`config.mk`:
```
export PLATFORM = sky130hd
export DESIGN_NAME = note_scheduler
export DESIGN_NICKNAME = d
export VERILOG_FILES = /design/src/rtl/note_scheduler.sv
export SDC_FILE = /design/constraint.sdc
export NUM_CORES = 1
export LEC_CHECK = 0
export CAP_MARGIN = 25
export CORE_ASPECT_RATIO = 1.75
export CORE_UTILIZATION = 42
export DETAILED_ROUTE_END_ITERATION = 8
export PLACE_DENSITY = 0.67
export SYNTH_ARGS = -nofsm -noshare
export SYNTH_HDL_FRONTEND = slang
export SYNTH_SLANG_ARGS = --single-unit
```
`constraint.sdc`:
```
create_clock -name clk -period 1.9 [get_ports clk]
set_clock_uncertainty 0.05 [all_clocks]
set_input_delay 0.57 -clock clk [delete_from_list [all_inputs] [get_ports clk]]
set_output_delay 0.57 -clock clk [all_outputs]
set_load 0.005 [all_outputs]
```
`src/rtl/note_scheduler.sv`:
```
// Note scheduler: steps through a song pattern at a fixed step rate and
// issues spawn requests to two lanes, flagging notes dropped on a busy lane.
//
// state     | meaning
// ----------+--------------------------------------------------------------
// S_IDLE    | waiting for start; step holds its last value
// S_WAIT    | waiting for the tick that opens the next pattern step
// S_FETCH   | pattern word for the current step is captured
// S_ISSUE   | requests raised for the noted lanes, step advanced or song ends
// S_END     | song finished; waiting for both lanes to drain before done
module note_scheduler #(
    parameter int TICK_DIV = 1000000,
    parameter int STEPS    = 32,
    parameter int ADDR_W   = 5
) (
    input  logic              clk,
    input  logic              reset,
    input  logic              start,
    input  logic              pause,
    output logic [ADDR_W-1:0] pat_addr,
    input  logic [1:0]        pat_data,
    output logic              spawn1_req,
    output logic              spawn2_req,
    input  logic              spawn1_ack,
    input  logic              spawn2_ack,
    output logic [ADDR_W-1:0] step,
    output logic              busy,
    output logic              done,
    output logic              overrun
);

    localparam int                CNT_W     = $clog2(TICK_DIV);
    localparam logic [CNT_W-1:0]  TICK_LAST = CNT_W'(TICK_DIV - 1);
    localparam logic [ADDR_W-1:0] STEP_LAST = ADDR_W'(STEPS - 1);

    typedef enum logic [2:0] {
        S_IDLE,
        S_WAIT,
        S_FETCH,
        S_ISSUE,
        S_END
    } state_t;

    state_t              r_state;
    state_t              w_state_nxt;
    logic [CNT_W-1:0]    r_tick_cnt;
    logic [ADDR_W-1:0]   r_step;
    logic [1:0]          r_pat;
    logic                r_req1;
    logic                r_req2;
    logic                r_overrun;

    logic                w_start_song;
    logic                w_tick;
    logic                w_issue;
    logic                w_drop1;
    logic                w_drop2;

    assign w_start_song = (r_state == S_IDLE) && start;
    // The tick counter keeps running through FETCH/ISSUE so the step period
    // never stretches; TICK_DIV >= 3 guarantees we are back in S_WAIT in time.
    assign w_tick       = (r_state != S_IDLE) && !pause && (r_tick_cnt == TICK_LAST);
    assign w_issue      = (r_state == S_ISSUE);
    // A note on a lane whose request is still outstanding and not being
    // accepted this cycle is lost; the pending request covers it.
    assign w_drop1      = w_issue && r_pat[0] && r_req1 && !spawn1_ack;
    assign w_drop2      = w_issue && r_pat[1] && r_req2 && !spawn2_ack;

    assign pat_addr   = r_step;
    assign step       = r_step;
    assign spawn1_req = r_req1;
    assign spawn2_req = r_req2;
    assign busy       = (r_state != S_IDLE);
    assign done       = (r_state == S_END) && !r_req1 && !r_req2;
    assign overrun    = r_overrun;

    // Next-state decode for the song sequencer.
    always_comb begin
        w_state_nxt = r_state;
        case (r_state)
            S_IDLE:  if (start)  w_state_nxt = S_WAIT;
            S_WAIT:  if (w_tick) w_state_nxt = S_FETCH;
            S_FETCH: w_state_nxt = S_ISSUE;
            S_ISSUE: w_state_nxt = (r_step == STEP_LAST) ? S_END : S_WAIT;
            S_END:   if (!r_req1 && !r_req2) w_state_nxt = S_IDLE;
            default: w_state_nxt = S_IDLE;
        endcase
    end

    // State register.
    always_ff @(posedge clk or negedge reset) begin
        if (!reset) r_state <= S_IDLE;
        else        r_state <= w_state_nxt;
    end

    // Free-running step-rate counter, frozen by pause, restarted by start.
    always_ff @(posedge clk or negedge reset) begin
        if (!reset) begin
            r_tick_cnt <= '0;
        end else if (w_start_song) begin
            r_tick_cnt <= '0;
        end else if ((r_state != S_IDLE) && !pause) begin
            r_tick_cnt <= (r_tick_cnt == TICK_LAST) ? '0 : r_tick_cnt + CNT_W'(1);
        end
    end

    // Step index: cleared on start, advanced on leaving ISSUE, held at the end.
    always_ff @(posedge clk or negedge reset) begin
        if (!reset) begin
            r_step <= '0;
        end else if (w_start_song) begin
            r_step <= '0;
        end else if (w_issue && (r_step != STEP_LAST)) begin
            r_step <= r_step + ADDR_W'(1);
        end
    end

    // Capture the pattern word addressed during the wait phase.
    always_ff @(posedge clk or negedge reset) begin
        if (!reset)                  r_pat <= '0;
        else if (r_state == S_FETCH) r_pat <= pat_data;
    end

    // Lane request handshakes: a new note wins over a same-cycle acceptance.
    always_ff @(posedge clk or negedge reset) begin
        if (!reset) begin
            r_req1 <= 1'b0;
            r_req2 <= 1'b0;
        end else begin
            if (w_issue && r_pat[0])      r_req1 <= 1'b1;
            else if (r_req1 && spawn1_ack) r_req1 <= 1'b0;
            if (w_issue && r_pat[1])      r_req2 <= 1'b1;
            else if (r_req2 && spawn2_ack) r_req2 <= 1'b0;
        end
    end

    // Sticky drop flag, cleared only by a new song.
    always_ff @(posedge clk or negedge reset) begin
        if (!reset)                  r_overrun <= 1'b0;
        else if (w_start_song)       r_overrun <= 1'b0;
        else if (w_drop1 || w_drop2) r_overrun <= 1'b1;
    end

endmodule
```
==> results of run 1 <==
==> cells by family (layout without fill, tap and decap cells) <==
group	count (synthesis)	after routing	synth area share, %
buffers and inverters	15	94	4.28
muxes	5	5	2.99
AOI/OAI and AO/OA	33	33	11.4
xor gates and xnor gates	8	8	3.99
and+or+nand+nor	95	95	28.2
adders and majority gates	3	3	2.14
DFF	33	33	47.0
==> cells in the final DEF (no fill, tap or decap), types with 2 or more instances in the layout <==
master | netlist | routed
xor2_1 | 8 | 8
ha_1 | 3 | 3
nor2_1 | 20 | 19
mux2_2 | 2 | 2
or3_1 | 7 | 6
a21o_1 | 4 | 4
buf_6 | 0 | 5
nand4_1 | 4 | 4
buf_4 | 5 | 51
a22o_1 | 4 | 4
nand2_1 | 20 | 20
clkinv_2 | 0 | 2
nor2b_1 | 3 | 2
nor3_1 | 7 | 5
a21oi_1 | 7 | 2
o21ai_0 | 14 | 6
o21ai_1 | 1 | 7
clkbuf_8 | 0 | 5
nand2b_1 | 3 | 3
nor3_2 | 0 | 2
a21oi_2 | 0 | 5
nand3_1 | 15 | 14
mux2i_1 | 3 | 3
dlygate4sd2_1 | 0 | 4
clkdlybuf4s50_1 | 0 | 16
and3_1 | 4 | 4
inv_1 | 6 | 6
dfrtp_1 | 33 | 32
==> where the power goes <==
part | total [µW] | switching, µW | internal (µW)
clock | 529 | 277 | 253
combinational | 356 | 164 | 192
sequential | 797 | 40.2 | 757
total | 1680 | 481 | 1200
==> final cells by class <==
| cell class | instances | area (µm²) |
|---|---|---|
| multi-input combinational | 144 | 967 |
| clock inverter | 3 | 17.5 |
| timing repair buffer | 80 | 684 |
| tap | 48 | 60.1 |
| fill | 307 | 1290 |
| inverter | 6 | 22.5 |
| clock buffer | 5 | 68.8 |
| sequential | 33 | 827 |
==> sequential cells by signal, summed over array words and instances (netlist names) <==
register,count
r_tick_cnt,20
pat_addr,5
r_state,3
r_pat,2
overrun,1
spawn1_req,1
spawn2_req,1
==> worst register-to-register path: stages, from the launching register on <==
cell and delay, ns:
dfrtp_1 0.41, nor4_4 0.30, nand2_1 0.08, or4_4 0.54, or4b_4 0.50, and2_4 0.15
==> per-stage QoR <==
stage               setup TNS (ns)  instances  power, µW
floorplan                   -0.278        192        936
finish                       -1.20        319       1680
CTS                         -0.915        317       1680
global route                 -2.96        319       1760
global placement            -0.974        296       1110
detailed placement           -2.12        296       1140
==> synthesized netlist by cell type, types with 2 or more instances <==
cell	instances	area [µm²]
a21o_1	4	30.0
a21oi_1	7	35.0
a22o_1	4	35.0
and3_1	4	25.0
buf_4	5	37.5
clkbuf_1	4	15.0
dfrtp_1	33	826
ha_1	3	37.5
inv_1	6	22.5
mux2_2	2	22.5
mux2i_1	3	30.0
nand2_1	20	75.1
nand2b_1	3	18.8
nand3_1	15	75.1
nand4_1	4	25.0
nor2_1	20	75.1
nor2b_1	3	18.8
nor3_1	7	35.0
nor4_1	2	12.5
o21ai_0	14	70.1
or3_1	7	43.8
xor2_1	8	70.1
==> worst paths after layout <==
kind	depth (start not counted)	slack (ns)	from	endpoint
worst min register to register	2	0.45	overrun$_DFFE_PN0P_	overrun$_DFFE_PN0P_
max in group asynchronous	2	0.83	reset	pat_addr[2]$_DFFE_PN0P_
worst max register to register	5	-0.24	r_tick_cnt[12]$_DFFE_PN0P_	r_state[0]$_DFFE_PN0P_
min in group asynchronous	2	0.63	reset	r_tick_cnt[4]$_DFFE_PN0P_
worst max-delay path	5	-0.24	r_tick_cnt[12]$_DFFE_PN0P_	r_state[0]$_DFFE_PN0P_
worst min-delay path	2	0.45	overrun$_DFFE_PN0P_	overrun$_DFFE_PN0P_
==> metal layers <==
layer	up-vias	wire length [µm]	track usage [%]
li1	834	-	-
met1	911	1870	24.4
met2	58	3060	49.5
met3	25	195	4.89
met4	0	271	19.4
met5	-	0	0
==> repair_timing <==
action,CTS,global route
setup buffers,14,3
endpoints found under the setup margin,9,30
pin swaps,6,6
hold buffers,0,0
resized for setup,29,18
==> results.toml, run 1 <==
[status]
status = "complete, but fails checks"
violations = "negative setup slack"

[finish]
area_growth_pct = 50.8
nNetsFinal = 281
fin_area_um2 = 2650
antenna_cells = 0
drive_above_1_share_pct = 33.6
final_util_pct = 67.2

[sta]
fmax_mhz = 467
finalSetupViolations = 17
worst_pin_slew_ns = 0.440
finalWorstSetupSlack_ns = -0.240
final_max_slew_viol_count = 0
rsz0062_at_grt = "true"
slew_headroom_pct = 70.7
hold_violations = 0
hold_slack_ns = 0.453
period_needed_ns = 2.14
finalCritPeriodShare_pct = 113

[grt]
antenna_found_initial = 0
grt_max_degree = 34
grt.overflow.total = 0
track_usage_pct = 26.4
grt_pass1_vias = 1931
grt_pass1_wl_mm = 8.59

[worst_setup_path]
cp.arrival_ns = 2.28
slowest_stage = "or4_4"
crit_path_cell_trace = "nor4_4 > nand2_1 > or4_4 > or4b_4 > and2_4"
crit_buf_inv = 0
startpoint_type = "flip-flop"
critPathCaptureType = "flip-flop"
worstSetupPathType = "flip-flop to flip-flop"
slowest_delay_ns = 0.54
required_ns = 2.04
critPathTopFamily = "simple AND/OR/NAND/NOR gates"
worst-path-max-fanout = 2

[drt]
firstDrtPassIters = 4
wl_mm = 5.39
vias = 1828
wl_per_cell_um = 16.9
antenna_left = 0
viasPerCell = 5.73
drc = 0
initialDrtViolationCount = 41

[floorplanning]
core_um2 = 3940
start_util_pct = 44.5
chipWidth_um = 50.9
io_pins = 23
die_height_um = 87.5
rows = 30
dieArea_um2 = 4450

[synth]
synth.avg_cell_area_um2 = 9.14
ys_seq_area_share_pct = 47.0
syn-cell-area_um2 = 1760
yosys.cell_types.count = 36
syn-num-nets = 203
async_flop_share_pct = 100
ys_ff_latch = 33
ys.flop_type = "dfrtp_1"
syn_inst = 192
synth-edff-count = 0
yosysWarnings = 0

[job]
maxCapViolCount = 0

[power]
leakagePower_uw = 0.00125
powerDensity_nw_per_um2 = 635
peakVddDrop_v = 0.000608

[cts]
clk_pin_slew_ns = 0.07
cts_buffers = 5
htreeDepth = 2
cts_root_buffer = "clkbuf_8"
cts_tree = "yes"
cts.sinks = 33
clock_latency_ns = 0.29
clockBufferDepth = 2

[placed_design]
port_buffers = 22
place.gp.congestion = 0.852
dp_slack_ns = -0.263
dp_hpwl_mm = 3.60
placed_cell_area_um2 = 2320

[min_path]
hold_class = "flip-flop to flip-flop"
Note: power is estimated with default switching activity, not from simulation.
==> run 2: changes to the inputs <==
--- a/config.mk
+++ b/config.mk
@@ -6,9 +6,10 @@
 export NUM_CORES = 1
 export LEC_CHECK = 0
+export ABC_AREA = 1
 export CAP_MARGIN = 25
 export CORE_ASPECT_RATIO = 1.75
 export CORE_UTILIZATION = 42
 export DETAILED_ROUTE_END_ITERATION = 8
-export PLACE_DENSITY = 0.67
+export PLACE_DENSITY = 0.66
 export SYNTH_ARGS = -nofsm -noshare
 export SYNTH_HDL_FRONTEND = slang
==> constraint.sdc (replaced) <==
create_clock -name clk -period 1.9 [get_ports clk]
set_clock_uncertainty 0.05 [all_clocks]
set_input_delay 0.38 -clock clk [delete_from_list [all_inputs] [get_ports clk]]
set_output_delay 0.38 -clock clk [all_outputs]
set_load 0.005 [all_outputs]
==> run 2 against run 1 <==
  * The run now ends clean
  * Combinational power grew to 2.9 times the previous value
  * Fmax is 23% higher
  * Non-clock buffer count down 54
  * Synthesized cell count increased by 44%
  * Synthesized area up 19%
  * Total power grew 62%
  * Via count up 0.44%
  * Register-to-register slack better by 0.41 ns
  * Count of clock-buffer cells in the layout up 2
  * Flip-flop and latch count did not move
  * Critical path type is now flip-flop to output pin
==> results.toml, run 2 <==
[placed_design]
placed_cell_area_um2 = 2330
port_buffers = 22
dp_slack_ns = 0.167
dp_hpwl_mm = 3.46
place.gp.congestion = 0.858

[grt]
grt_max_degree = 34
grt_pass1_vias = 1756
grt.overflow.total = 0
antenna_found_initial = 0
track_usage_pct = 19.2
grt_pass1_wl_mm = 7.85

[drt]
viasPerCell = 5.16
drc = 0
wl_per_cell_um = 12.8
wl_mm = 4.57
firstDrtPassIters = 4
antenna_left = 0
initialDrtViolationCount = 46
vias = 1836

[sta]
setup_tns_ns = 0
final_max_slew_viol_count = 0
hold_violations = 0
fmax_mhz = 573
period_needed_ns = 1.75
rsz0062_at_grt = "false"
finalCritPeriodShare_pct = 91.9
slew_headroom_pct = 72.5
worst_pin_slew_ns = 0.412
finalSetupViolations = 0
finalWorstSetupSlack_ns = 0.154

[worst_setup_path]
startpoint_type = "flip-flop"
required_ns = 1.47
worst-path-max-fanout = 4
slowest_delay_ns = 0.41
critPathTopFamily = "buffers and inverters"
reg2reg_slack_ns = 0.17
worstSetupPathType = "flip-flop to output pin"
rr_endpoint = "pat_addr[4]$_DFFE_PN0P_"
cp-startpoint = "r_state[1]$_DFFE_PN0P_"
cp.arrival_ns = 1.32
r2r_start = "pat_addr[0]$_DFFE_PN0P_"
slowest_stage = "dfrtp_1"
critPathCaptureType = "output pin"
reg2regPathDepth = 9
crit_buf_inv = 2
crit_path_cell_trace = "buf_4 > nor2_4 > nand2_4 > dlygate4sd2_1"

[cts]
htreeDepth = 2
clk_pin_slew_ns = 0.07
cts.sinks = 33
cts_root_buffer = "clkbuf_8"
cts_hold_buffers = 0
clockBufferDepth = 2
clock_latency_ns = 0.29
cts_tree = "yes"
cts_buffers = 5

[synth]
yosys.cell_types.count = 29
synth_most_common_cell = "nand2_1"
post-synth-top-area-fraction_pct = 39.4
synth.avg_cell_area_um2 = 7.59
ys.flop_type = "dfrtp_1"
ys_top_cells_by_area = "dfrtp_1 (39%), nand2_1 (11%), inv_1 (6.3%)"
async_flop_share_pct = 100
syn-cell-area_um2 = 2090
synth_common_cells = "nand2_1 (62), inv_1 (35), dfrtp_1 (33)"
syn-num-nets = 287
ys_ff_latch = 33
yosysTopAreaCell = "dfrtp_1"
syn_inst = 276
yosysWarnings = 0
synth-edff-count = 0
ys_seq_area_share_pct = 39.4

[finish]
largest_register_ffs = 20
layout_common_cells = "nand2_1 (62), inv_1 (34), dfrtp_1 (33), nor2_1 (31), clkdlybuf4s50_1 (20)"
antenna_cells = 0
final_common_cell = "nand2_1"
nNetsFinal = 314
fin_area_um2 = 2480
top_register = "r_tick_cnt"
drive_above_1_share_pct = 17.1
area_growth_pct = 18.2

[power]
peakVddDrop_v = 0.000693
powerDensity_nw_per_um2 = 1100
leakagePower_uw = 0.00110

[floorplanning]
core_um2 = 4750
start_util_pct = 44.1
chipWidth_um = 55.4
die_height_um = 95.4
dieArea_um2 = 5280
rows = 33
io_pins = 23

[status]
status = "finished, final reports clean"

[job]
maxCapViolCount = 0

[min_path]
hold_class = "input port to asynchronous set/reset pin"
==> run 2: area by class of cell <==
cell class                      count  area [µm²]
Multi-Input combinational cell    195        1050
Clock buffer                        7        86.3
Fill cell                         455        2270
Tap cell                           52        65.1
Clock inverter                      1        30.0
Inverter                           42         168
Timing Repair Buffer               26         248
Sequential cell                    33         826
==> run 2: per-layer routing <==
metal	vias up	part of all wire, %	track usage [%]
li1	929	-	-
met1	843	37	19.1
met2	50	56	35.9
met3	14	3.2	3.12
met4	0	4.1	12.9
met5	-	0	0
==> run 2: power by group <==
part	internal [µW]	switching, µW	leakage (µW)
logic	452	580	0.000603
registers	854	148	0.000441
clock network	428	263	0.0000585
total	1730	992	0.00110
==> run 2: worst max path at each step <==
stage	slack (ns)	cells past startpoint	to
after floorplan	0.31	9	pat_addr[1]$_DFFE_PN0P_
after global placement	0.17	4	done
after detailed placement	0.17	4	done
after CTS	0.16	9	pat_addr[4]$_DFFE_PN0P_
after global routing	0.04	8	r_tick_cnt[14]$_DFFE_PN0P_
final	0.15	4	busy
==> run 2: kinds of logic after synthesis <==
| logic type | after synthesis | synth area share, % |
|---|---|---|
| DFF | 33 | 39.4 |
| xor gates and xnor gates | 7 | 2.93 |
| adders and majority gates | 3 | 1.79 |
| AOI/OAI and AO/OA | 31 | 8.60 |
| and+or+nand+nor | 154 | 36.5 |
| buffers and inverters | 48 | 10.8 |
==> run 2: metrics by stage <==
| step | total power (µW) | std cells | utilization (%) | hold WS [ns] |
|---|---|---|---|---|
| 6_report | 2730 | 356 | 52.1 | 0.445 |
| 5_1_grt | 2910 | 356 | 52.1 | 0.480 |
| 4_1_cts | 2750 | 356 | 52.1 | 0.471 |
| 3_5_place_dp | 2040 | 345 | 49.1 | 0.475 |
| 3_3_place_gp | 2010 | 345 | 49.1 | 0.459 |
| 2_1_floorplan | 1710 | 276 | - | 0.0344 |
==> run 2: what timing repair did <==
item	in CTS	in global routing
buffers inserted	3	0
setup endpoints to repair	1	0
resized for setup	5	0
==> run 3: changes to the inputs <==
SETUP_SLACK_MARGIN = 0.5   (was default)
==> run 3 against run 2 <==
  * Flip-flop and latch count stayed put
  * Global-route usage up 4.1 points
  * Fmax rose by 3.3%
  * Critical path depth grew 1
  * Critical path type unchanged
  * Largest cell class unchanged
  * Largest power group unchanged
==> results.toml, run 3 (synthesis gave the netlist of run 2 again) <==
[sta]
rsz0062_at_grt = "true"
slew_headroom_pct = 70.5
setup_tns_ns = 0
fmax_mhz = 592
finalCritPeriodShare_pct = 88.9
worst_pin_slew_ns = 0.443
finalSetupViolations = 0
period_needed_ns = 1.69
hold_violations = 0
final_max_slew_viol_count = 0

[floorplanning]
rows = 33
start_util_pct = 44.1
io_pins = 23
core_um2 = 4750
die_height_um = 95.4
dieArea_um2 = 5280
chipWidth_um = 55.4

[drt]
initialDrtViolationCount = 90
drc = 0
wl_mm = 6.03
wl_per_cell_um = 14.8
viasPerCell = 5.19
vias = 2117
antenna_left = 0
firstDrtPassIters = 4

[cts]
cts_buffers = 5
cts_hold_buffers = 0
cts.sinks = 33
clockBufferDepth = 2
clk_pin_slew_ns = 0.07
cts_root_buffer = "clkbuf_8"
htreeDepth = 2
clock_latency_ns = 0.29
cts_tree = "yes"

[finish]
top_register = "r_tick_cnt"
antenna_cells = 0
n_fill_cell = 356
seqCellArea_um2 = 832
layout_common_cells = "nand2_1 (51), buf_4 (37), inv_1 (28), dfrtp_1 (28), nor2_1 (24)"
drive_above_1_share_pct = 46.3
nNetsFinal = 366
final_common_cell = "nand2_1"
area_growth_pct = 52.5
multi_input_area_um2 = 1330
final_util_pct = 67.3
largest_register_ffs = 20

[placed_design]
dp_hpwl_mm = 3.34
place.gp.congestion = 0.895
port_buffers = 22

[status]
status = "finished, final reports clean"

[power]
leakagePower_uw = 0.00143
powerDensity_nw_per_um2 = 1100
peakVddDrop_v = 0.000933
totalPowerFinal_uw = 3520

[grt]
grt_pass1_vias = 2154
grt_pass1_wl_mm = 9.62
grt_max_degree = 34
track_usage_pct = 23.3
grt.overflow.total = 0
antenna_found_initial = 0

[worst_setup_path]
worst-path-max-fanout = 2
startpoint_type = "flip-flop"
required_ns = 1.47
cp.arrival_ns = 1.26
critPathCaptureType = "output pin"
worstSetupPathType = "flip-flop to output pin"

[min_path]
hold_class = "input port to asynchronous set/reset pin"

[job]
maxCapViolCount = 0
==> run 3: changes by cell type in the layout (fill, tap and decap cells not counted), sizes merged <==
cell	before	now
buf	4	58
bufinv	1	0
clkbuf	7	10
clkdlybuf4s15	0	2
clkdlybuf4s50	20	7
clkinv	0	2
clkinvlp	0	1
dlygate4sd2	2	4
inv	42	43
nand2	77	78
==> run 3: per-stage QoR <==
stage                     setup WS [ns]  hold WS, ns  cell area, µm²  std cells
after detailed placement          0.168        0.476            2330        345
final                             0.211        0.450            3190        408
after global routing              0.154        0.489            3190        408
after global placement            0.180        0.464            2330        345
after CTS                         0.257        0.472            3050        401
after floorplan                   0.417       0.0344            2100        276
==> run 3: per-layer routing <==
metal	GRT usage, %	share of wire, %
met1	22.3	36
met2	46.7	58
met5	0	0
met3	2.85	2.5
met4	13.3	4.0
==> run 3: path summary, 6_finish.rpt <==
| path | start | end | slack [ns] | cells after the start |
|---|---|---|---|---|
| setup / recovery | r_state[1]$_DFFE_PN0P_ | done | 0.21 | 5 |
| hold / removal | reset | pat_addr[1]$_DFFE_PN0P_ | 0.45 | 2 |
| setup reg to reg | pat_addr[1]$_DFFE_PN0P_ | pat_addr[4]$_DFFE_PN0P_ | 0.33 | 9 |
| hold reg to reg | r_pat[1]$_DFFE_PN0P_ | r_pat[1]$_DFFE_PN0P_ | 0.49 | 2 |
| max in group asynchronous | reset | r_tick_cnt[2]$_DFFE_PN0P_ | 1.00 | 2 |
| min in group clk | r_pat[1]$_DFFE_PN0P_ | r_pat[1]$_DFFE_PN0P_ | 0.49 | 2 |
==> run 3: final cells by class <==
type | count | share of cell area [%]
Timing Repair Buffer | 76 | 21.5
Inverter | 42 | 5.80
Tap cell | 52 | 2.04
Multi-Input combinational cell | 196 | 41.6
Clock inverter | 3 | 0.548
Sequential cell | 33 | 26.0
Timing Repair inverter | 1 | 0.274
Clock buffer | 5 | 2.15
==> run 3: power breakdown <==
group	leakage (µW)	switching [µW]	total [µW]	internal, µW
Sequential	0.000434	136	995	859
Clock	0.0000439	282	535	253
Combinational	0.000954	965	1990	1020
==> run 3: worst max-delay path, stage by stage (launching register included) <==
cell and delay [ns]:
dfrtp_2 0.43, buf_4 0.14, nor3_4 0.12, nand2_1 0.08, nor2_1 0.08, buf_2 0.12
==> run 3: what timing repair did <==
item | 4_1_cts | 5_1_grt
setup buffers | 46 | 7
resized for setup | 97 | 38
pin swaps | 18 | 12
cloned | 2 | 0
setup endpoints to repair | 39 | 38
==> patch, RTL diff (settings of run 2) <==
Reset style: synchronous (`reset`), changed in 6 clocked blocks.
--- a/src/rtl/note_scheduler.sv
+++ b/src/rtl/note_scheduler.sv
@@ -89,5 +89,5 @@
 
     // State register.
-    always_ff @(posedge clk or negedge reset) begin
+    always_ff @(posedge clk) begin
         if (!reset) r_state <= S_IDLE;
         else        r_state <= w_state_nxt;
@@ -95,5 +95,5 @@
 
     // Free-running step-rate counter, frozen by pause, restarted by start.
-    always_ff @(posedge clk or negedge reset) begin
+    always_ff @(posedge clk) begin
         if (!reset) begin
             r_tick_cnt <= '0;
@@ -106,5 +106,5 @@
 
     // Step index: cleared on start, advanced on leaving ISSUE, held at the end.
-    always_ff @(posedge clk or negedge reset) begin
+    always_ff @(posedge clk) begin
         if (!reset) begin
             r_step <= '0;
@@ -117,5 +117,5 @@
 
     // Capture the pattern word addressed during the wait phase.
-    always_ff @(posedge clk or negedge reset) begin
+    always_ff @(posedge clk) begin
         if (!reset)                  r_pat <= '0;
         else if (r_state == S_FETCH) r_pat <= pat_data;
@@ -123,5 +123,5 @@
 
     // Lane request handshakes: a new note wins over a same-cycle acceptance.
-    always_ff @(posedge clk or negedge reset) begin
+    always_ff @(posedge clk) begin
         if (!reset) begin
             r_req1 <= 1'b0;
@@ -136,5 +136,5 @@
 
     // Sticky drop flag, cleared only by a new song.
-    always_ff @(posedge clk or negedge reset) begin
+    always_ff @(posedge clk) begin
         if (!reset)                  r_overrun <= 1'b0;
         else if (w_start_song)       r_overrun <= 1'b0;
Check against the original RTL: differs if reset is asserted again (counterexample within 4 cycles, from zero or initial values and one cycle with reset low); with reset held inactive, the same outputs for 10 cycles.
==> patch against run 2 <==
- maximum frequency up 1.8%
- sequential cell count stayed put
- global-route usage grew 0.80 points
- wire length down 13%
- synthesized area is 17% lower
- first-iteration DRC count increased by 11%
- worst hold slack worse by 42 ps
- die area fell by 16%
- sequential share of layout area fell by 2.6 points
- cell area down 13%
- synthesized cell count is 11% lower
- setup slack improved by 32 ps
Power is not compared: it rests on default switching activity, and its combinational part moved more than twofold at a synthesized area within 25%.
==> patch: results (changes against run 2) <==
slew at the pin with the worst max-slew slack=330.0 ps (-81.79 ps); Via-to-Cell Ratio=5.074 (-1.6%); worst reg-to-reg setup slack=190 ps (+20 ps); share of flip-flops with an asynchronous set or reset=0% (-100 points); final wirelength=3957 µm (-13%); nets in the synthesized netlist=257 (-10%); crit-path max FO=9 (+5); largest cells by area after synthesis=sky130_fd_sc_hd__dfxtp_1, sky130_fd_sc_hd__nand2_1, sky130_fd_sc_hd__inv_1; adder-cell area share of the yosys netlist=2.149% (+0.36 points); Inserted Clock Buffers=5 (unchanged); post-synthesis compound-gate area fraction=10.10% (+1.5 points); DRC violation total after the first TritonRoute iteration=51 (+11%); number of placed cells counting well taps=314 (-9.0%); terminus of the critical flop-to-flop path=r_state[0]; global-route wire length before repair=6575 µm (-16%); synthesized-area fraction occupied by xor and xnor cells=3.009% (+0.081 points); count of filler cells inserted in the layout=384 (-16%); critical register-to-register path startpoint=pat_addr[0]; Hold/Removal Path Class=reg -> reg; main flop type after synthesis=sky130_fd_sc_hd__dfxtp_1; layout cell share with drive strength beyond 1=13.09% (-4.0 points); run status=finished, final reports clean; vias in the first global route=1631 (-7.1%); Total Nets Final=285 (-9.2%); Post-Place Worst Slack=83.80 ps (-82.82 ps); Synth cell types=30 (+3.4%); post-synthesis instance total=246 (-11%); half-perimeter wire length after placement=3122 µm (-9.8%); top cells by instance count after synthesis=sky130_fd_sc_hd__nand2_1, sky130_fd_sc_hd__inv_1, sky130_fd_sc_hd__dfxtp_1, sky130_fd_sc_hd__nor2_1, sky130_fd_sc_hd__a21oi_1; routability cong.=0.9246 (+7.8%); arrival time of the worst setup path=1890 ps (+570 ps); post-route setup slack=186.0 ps (+31.54 ps)
[patch: worst max-delay path, stage by stage, from the launching register on]
cell and delay [ps]:
sky130_fd_sc_hd__dfxtp_1 360, sky130_fd_sc_hd__ha_1 240, sky130_fd_sc_hd__inv_1 60, sky130_fd_sc_hd__nor3_1 40, sky130_fd_sc_hd__ha_1 210, sky130_fd_sc_hd__nor2_2 290
sky130_fd_sc_hd__o21ai_0 160, sky130_fd_sc_hd__o21ai_1 150, sky130_fd_sc_hd__nand2_1 60, sky130_fd_sc_hd__inv_1 40
[patch: worst max path at each step]
| stage | start | end | cells past startpoint |
|---|---|---|---|
| 6_report | pat_addr[0] | r_state[0] | 9 |
| 5_1_grt | pat_addr[1] | r_state[0] | 9 |
| 3_5_place_dp | pause | r_tick_cnt[16] | 9 |
| 4_1_cts | r_state[1] | busy | 4 |
| 2_1_floorplan | pat_addr[0] | pat_addr[3] | 8 |
| 3_3_place_gp | pause | r_tick_cnt[8] | 9 |
[patch: kinds of logic after synthesis]
logic type	Yosys count
buffers and inverters	47
XOR/XNOR	6
AND/OR/NAND/NOR	127
adder cells (fa/ha/maj)	3
AO/OA/AOI/OAI	30
flip-flops	33
[patch: repair_timing]
item | 4_1_cts | 5_1_grt
buffers inserted | 0 | 1
endpoints found under the hold margin | 0 | 0
hold buffers | 0 | 0
gates resized for setup | 7 | 2
pin swaps | 1 | 1
setup endpoints to repair | 1 | 1
[patch: stage by stage]
| stage | area (µm²) | utilization (%) | hold slack [ps] |
|---|---|---|---|
| floorplan | 1747 | - | 379.4 |
| global placement | 2012 | 51.05 | 389.6 |
| detailed placement | 2012 | 51.05 | 395.6 |
| CTS | 2148 | 54.51 | 407.2 |
| global route | 2160 | 54.79 | 446.5 |
| finish | 2160 | 54.79 | 403.1 |
[patch: routing by layer]
| layer | share of wire [%] | track usage [%] |
|---|---|---|
| met1 | 37 | 16.84 |
| met2 | 54 | 38.55 |
| met3 | 3.1 | 4.363 |
| met4 | 6.2 | 15.15 |
| met5 | 0 | 0 |
[patch: where the power goes]
group	internal (mW)	total, mW	switching (mW)	leakage [nW]
Combinational	0.0692	0.167	0.0978	0.550
Sequential	0.705	0.720	0.0151	0.268
Clock	0.428	0.682	0.254	0.0585
Total	1.20	1.57	0.367	0.876
[patch: area by class of cell]
type,instances,share of cell area (%)
Sequential cell,33,30.76
Clock inverter,1,1.390
Clock buffer,7,3.998
Multi-Input combinational cell,166,41.77
Inverter,42,7.648
Tap cell,48,2.781
Timing Repair Buffer,26,11.65
